**config.mk**
```make
export PLATFORM = sky130hd
export DESIGN_NAME = tick_rate_monitor
export DESIGN_NICKNAME = d
export VERILOG_FILES = /design/src/rtl/tick_rate_monitor.sv
export SDC_FILE = /design/constraint.sdc
export NUM_CORES = 1
export LEC_CHECK = 0
export BUFFER_PORTS_ARGS = -buffer_cell sky130_fd_sc_hd__buf_2
export CORE_UTILIZATION = 47
export CTS_CLUSTER_SIZE = 30
export DETAILED_ROUTE_END_ITERATION = 12
export GPL_TIMING_DRIVEN = 0
export PLACE_DENSITY_LB_ADDON = 0.08
export SLEW_MARGIN = 5
export SYNTH_ARGS = -nofsm -noshare
export SYNTH_HDL_FRONTEND = slang
export SYNTH_SLANG_ARGS = --single-unit
```
**constraint.sdc**
```tcl
create_clock -name clk -period 2.7 [get_ports clk]
set_input_delay 0.27 -clock clk [delete_from_list [all_inputs] [get_ports clk]]
set_output_delay 0.27 -clock clk [all_outputs]
set_load 0.01 [all_outputs]
```
**src/rtl/tick_rate_monitor.sv**
```systemverilog
// Tick rate monitor: divides an upstream tick stream by a captured ratio,
// produces a pulse, a square wave and a saturating pulse count, and flags missing ticks.
module tick_rate_monitor #(
  parameter int GAP_MAX = 4
) (
  input  logic       clk,
  input  logic       reset,
  input  logic       tick_in,
  input  logic       en,
  input  logic [3:0] div_n,
  output logic       tick_out,
  output logic       sq_out,
  output logic [7:0] tick_cnt,
  output logic       gap_err
);

  typedef enum logic [1:0] {
    IDLE  = 2'd0,
    ARMED = 2'd1,
    RUN   = 2'd2,
    FAULT = 2'd3
  } state_t;

  localparam logic [3:0] GAP_LAST = 4'(GAP_MAX - 1);

  state_t     state;
  state_t     state_nxt;
  logic [3:0] div_q;
  logic [3:0] div_q_nxt;
  logic [3:0] div_cnt;
  logic [3:0] div_cnt_nxt;
  logic [3:0] gap_cnt;
  logic [3:0] gap_cnt_nxt;
  logic       tick_out_nxt;
  logic       sq_out_nxt;
  logic [7:0] tick_cnt_nxt;
  logic       gap_err_nxt;
  logic [3:0] div_inc;
  logic [3:0] div_norm;

  // Saturating increment of the pulse counter.
  function automatic logic [7:0] sat_inc8(input logic [7:0] v);
    return (v == 8'hFF) ? v : v + 8'd1;
  endfunction

  // A ratio of zero behaves as divide-by-one.
  function automatic logic [3:0] norm_div(input logic [3:0] v);
    return (v == 4'd0) ? 4'd1 : v;
  endfunction

  assign div_inc  = div_cnt + 4'd1;
  assign div_norm = norm_div(div_n);

  always_comb begin
    state_nxt    = state;
    div_q_nxt    = div_q;
    div_cnt_nxt  = div_cnt;
    gap_cnt_nxt  = gap_cnt;
    tick_out_nxt = 1'b0;
    sq_out_nxt   = sq_out;
    tick_cnt_nxt = tick_cnt;
    gap_err_nxt  = gap_err;

    if (!en) begin
      // Dropping enable wins over any coincident tick from every state.
      state_nxt   = IDLE;
      div_cnt_nxt = 4'd0;
      gap_cnt_nxt = 4'd0;
      sq_out_nxt  = 1'b0;
      gap_err_nxt = 1'b0;
    end else begin
      unique case (state)
        IDLE: begin
          state_nxt   = ARMED;
          div_cnt_nxt = 4'd0;
          gap_cnt_nxt = 4'd0;
          sq_out_nxt  = 1'b0;
          gap_err_nxt = 1'b0;
        end
        ARMED: begin
          if (tick_in) begin
            state_nxt   = RUN;
            div_q_nxt   = div_norm;
            gap_cnt_nxt = 4'd0;
            if (div_norm == 4'd1) begin
              div_cnt_nxt  = 4'd0;
              tick_out_nxt = 1'b1;
              sq_out_nxt   = ~sq_out;
              tick_cnt_nxt = sat_inc8(tick_cnt);
            end else begin
              div_cnt_nxt = 4'd1;
            end
          end
        end
        RUN: begin
          if (tick_in) begin
            // A tick on the threshold cycle keeps the run alive.
            gap_cnt_nxt = 4'd0;
            if (div_inc == div_q) begin
              div_cnt_nxt  = 4'd0;
              tick_out_nxt = 1'b1;
              sq_out_nxt   = ~sq_out;
              tick_cnt_nxt = sat_inc8(tick_cnt);
            end else begin
              div_cnt_nxt = div_inc;
            end
          end else if (gap_cnt == GAP_LAST) begin
            state_nxt   = FAULT;
            gap_err_nxt = 1'b1;
          end else begin
            gap_cnt_nxt = gap_cnt + 4'd1;
          end
        end
        FAULT: begin
          gap_err_nxt = 1'b1;
        end
        default: begin
          state_nxt = IDLE;
        end
      endcase
    end
  end

  always_ff @(posedge clk) begin
    if (reset) begin
      state    <= IDLE;
      div_q    <= 4'd1;
      div_cnt  <= 4'd0;
      gap_cnt  <= 4'd0;
      tick_out <= 1'b0;
      sq_out   <= 1'b0;
      tick_cnt <= 8'd0;
      gap_err  <= 1'b0;
    end else begin
      state    <= state_nxt;
      div_q    <= div_q_nxt;
      div_cnt  <= div_cnt_nxt;
      gap_cnt  <= gap_cnt_nxt;
      tick_out <= tick_out_nxt;
      sq_out   <= sq_out_nxt;
      tick_cnt <= tick_cnt_nxt;
      gap_err  <= gap_err_nxt;
    end
  end

endmodule

```
# Word level (Yosys, flattened, before mapping)
# Cells that the tools add are included.
[totals] reg_bits=25 input_bits=8 output_inout_bits=11 word_cells=73
[op_classes] n_addsub=3 eq_ne=14 muxes=33 bitwise=2 n_reduce_logical=13
[ops] cell="$mux 8" count=5
[ops] cell="$mux 4" count=7
[ops] cell="$pmux 4 s3" count=2
[ops] cell="$pmux 8 s2" count=1
[ops] cell="$ne 2x2->1 const B" count=6
[ops] cell="$reduce_and 3->1" count=4
[ops] cell="$mux 1" count=11
[ops] cell="$add 4x1->4 const B" count=2
[ops] cell="$add 8x1->8 const B" count=1
[ops] cell="$eq 8x8->1 const B" count=1
[ops] cell="$mux 2" count=3
[ops] cell="$pmux 1 s3" count=2
[ops] cell="$pmux 2 s3" count=1
[ops] cell="$reduce_and 6->1" count=1
[ops] cell="$reduce_bool 3->1" count=2
[ops] cell="$reduce_and 5->1" count=1
[ops] cell="$eq 2x2->1 const B" count=2
[ops] cell="$eq 4x1->1 const B" count=1
[ops] cell="$eq 4x2->1 const B" count=1
[ops] cell="$eq 4x4->1" count=1
[ops] cell="$logic_not 4->1" count=1
[ops] cell="$reduce_and 4->1" count=1
[ops] cell="$ne 3x3->1 const B" count=1
[ops] cell="$eq 2x1->1 const B" count=1
[ops] cell="5 further kinds" count=6

# Logic depth before layout (Yosys ltp)
[logic_depth] word_depth=6 ltp_mapped=8

# Least setup slack after synthesis
# OpenSTA, ideal clock, no wires.
[synth_timing] path_type="flip-flop to flip-flop" from="register div_cnt[0]" to="register tick_cnt[7]" setup_time_ns=0.070 arrival_ns=1.824 required_ns=2.630 path_slack_ns=0.806 path_stages_with_launch=8 path_buffers=1 path_cell_list="dfxtp_1 ha_1 xor2_1 xnor2_1 a41oi_1 buf_2 or4_1 a21oi_1"
[synth_via] elab_chain_cells=4
[synth_rtl] element="start, declared" line_no="30" rtl="logic [3:0] div_cnt;"
[synth_rtl] element="start signal, assigned" line_no="137" rtl="div_cnt <= div_cnt_nxt;"
[synth_rtl] element="$add 4x1->4" line_no="51" rtl="assign div_inc = div_cnt + 4'd1;"
[synth_rtl] element="$eq 4x4->1" line_no="99" rtl="if (div_inc == div_q) begin"
[synth_rtl] element="$ne 2x2->1 (no source line)"
[synth_rtl] element="$reduce_and 6->1 (no source line)"
[synth_rtl] element="end signal, assigned" line_no="141" rtl="tick_cnt <= tick_cnt_nxt;"
[synth_rtl] element="end, declared" line_no="13" rtl="output logic [7:0] tick_cnt,"
# No other way between the ends.
# A chain may end at the register's enable or synchronous reset.

# Worst setup path in the final report
# Same ends and word-level chain as after synthesis.

==> results.yml <==
global_route:
  antenna_found_initial: 0
  grt_usage: 0.205
  grt_overflow: 0
  grt_pass1_vias: 1117
  grt_start_max_net_pins: 14
  grt_pass1_wl_um: 5070
place:
  hpwl_um: 2180
  port_buffers: 17
  place_congestion: 0.806
die:
  start_util: 0.517
  fp-row-count: 18
  die_x_um: 55.4
  fp.dieH_um: 55.4
  die-area_mm2: 0.00307
  core-area_mm2: 0.00259
  boundaryPins: 19
clock_tree:
  clk_latency_ns: 0.31
  cts_buffers: 3
  cts_tree: "built"
  cts_resized: 0
  clk_pin_slew_worst_paths_ns: 0.13
  post_cts_buffers: 0
  cts_max_path_buffers: 2
  h-tree-depth: 1
  ctsHoldBuffers: 0
  cts_sinks: 25
  cts-root-buf: "clkbuf_4"
sta:
  rsz0062_at_grt: "false"
  setup_viol: 0
  timing_hold_violations_final: 0
  drv_slew: 0
  tns_ns: 0
  tightest_slew_ns: 0.518
  whs_ns: 0.198
  min_period_over_period: 0.828
  max_slew_margin: 0.652
  clock.fmax_mhz: 448
  clock_skew_ns: 0.00125
  period_needed_ns: 2.23
synthesis:
  yosys.area_share.adder: 0.0654
  synthTopCellsByArea: "dfxtp_1 (37%), ha_1 (6.5%), a21oi_1 (4.9%)"
  async_flop_share: 0
  syn_area_per_cell_um2: 8.58
  ys.flop_type: "dfxtp_1"
  synth_fp_nets: 171
  synth_warnings: 0
  synth-seq-area-share: 0.374
  synth-compound-area-share: 0.180
  synth_top_family_by_area: "simple AND/OR/NAND/NOR gates"
  yosysTopAreaCell: "dfxtp_1"
  syn_area_mm2: 0.00134
  synth_seq_cells: 25
  yosysTopAreaCellShare: 0.374
  synth-simple-area-share: 0.250
  syn_inst: 156
  synth_edf_count: 0
  synth_xor_xnor_area_share: 0.0523
  yosysUniqueCellTypes: 40
  synthMuxAreaShare: 0.0383
finish:
  final_cell_mix: "dfxtp_1 (25), buf_2 (20), a21oi_1 (13), nor2_1 (9)"
  area_growth_syn_to_layout_pct: 11.1
  finish.net_count: 193
  antennaDiodeCount: 0
  drive_gt1_frac: 0.147
  final_common_cell: "dfxtp_1"
routing:
  drc: 0
  firstDrtPassIters: 4
  vias: 1223
  wl_per_cell_um: 14.0
  drtIter0Drc: 48
  via_per_inst: 5.91
  drt_wl_total_um: 2900
  antenna_left: 0
critical_path:
  path_cells: "ha_1 > xor2_1 > xnor2_1 > a41oi_1 > buf_2 > or4_1 > a21oi_1"
  r2r_slack_ns: 0.47
  slowest_stage: "or4_1"
  start_kind: "register"
  critPathMaxFanout: 10
  critical_path_arrival_ns: 2.48
  cp_data_required_time_ns: 2.95
  crit_path_end_kind: "register"
  slowest_delay_ns: 0.50
  path_class: "register to register"
run:
  maxCapViolations: 0
hold_path:
  hp-class: "primary input to register"
power_and_ir_drop:
  p_sw_mw: 0.176
  swShare: 0.273
  powerDensity_mw_per_mm2: 433
  pwr-share-seq: 0.596
  pwr-share-clk: 0.258
  ir_drop_v: 0.000394
  p_int_mw: 0.468
  pwr-share-comb: 0.146
  leakage_nw: 0.591
outcome:
  status: "finished, final reports clean"
layer usage:
layer / global-route usage / routed length, µm
met1: 0.293 / 1460
met2: 0.312 / 1270
met3: 0.0492 / 151
met4: 0.0429 / 19
met5: 0 / 0
power groups by stage:
stage / sequential (mW) / clock (mW) / combinational (mW)
after floorplan: 0.393 / 0 / 0.0632
after global placement: 0.392 / 0 / 0.0918
after detailed placement: 0.392 / 0 / 0.0935
after CTS: 0.384 / 0.172 / 0.0938
after global routing: 0.385 / 0.185 / 0.107
final: 0.384 / 0.166 / 0.0938
worst max-delay path, delay by kind of cell, from the launching register on:
family	cells	cell delay, ns
AOI/OAI and AO/OA	2	0.39
xor gates and xnor gates	2	0.33
adders and majority gates	1	0.25
buffers and inverters	1	0.24
DFF	1	0.45
and+or+nand+nor	1	0.50
registers in the layout (all words and copies together), names as in the netlist:
register,cells
div_cnt,4
div_q,4
gap_cnt,4
gap_err,1
sq_out,1
state,2
tick_cnt,8
tick_out,1
logic make-up (layout without fill, tap and decap cells):
family          Yosys count  in the layout
simple gates             60             60
xor+xnor                  8              8
fa+ha+maj                 7              7
flops                    25             25
buf+inv                  13             34
compound gates           38             38
mux                       5              5
through the flow:
step / power (mW) / util / instances / cell area [µm²] / setup slack [ns]
floorplan: 0.456 / - / 156 / 1340 / 0.806
global placement: 0.483 / 0.564 / 203 / 1460 / 0.620
detailed placement: 0.486 / 0.564 / 203 / 1460 / 0.542
CTS: 0.650 / 0.574 / 207 / 1490 / 0.438
global route: 0.677 / 0.574 / 207 / 1490 / 0.272
finish: 0.644 / 0.574 / 207 / 1490 / 0.465
final timing paths:
kind                    from           to  depth (start not counted)
setup / recovery  div_cnt[0]  tick_cnt[7]                          7
hold / removal      div_n[0]     div_q[0]                          3
setup reg to reg  div_cnt[0]  tick_cnt[7]                          7
hold reg to reg       sq_out       sq_out                          2
Yosys cell counts (5+ instances only):
cell / number
nor3_1: 8
xnor2_1: 6
o31ai_1: 5
o21ai_0: 6
dfxtp_1: 25
nand2_1: 8
nand4_1: 5
nor2_1: 9
ha_1: 7
nand3_1: 6
inv_1: 8
a21oi_1: 13
final cells by class:
cell class	instances	area (µm²)
fill	255	1100
multi-input combinational	118	786
sequential	25	500
timing repair buffer	17	85.1
tap	30	37.5
inverter	8	30.0
clock buffer	4	26.3
buffer	5	22.5
No activity file was read; power rests on OpenSTA's default activity.
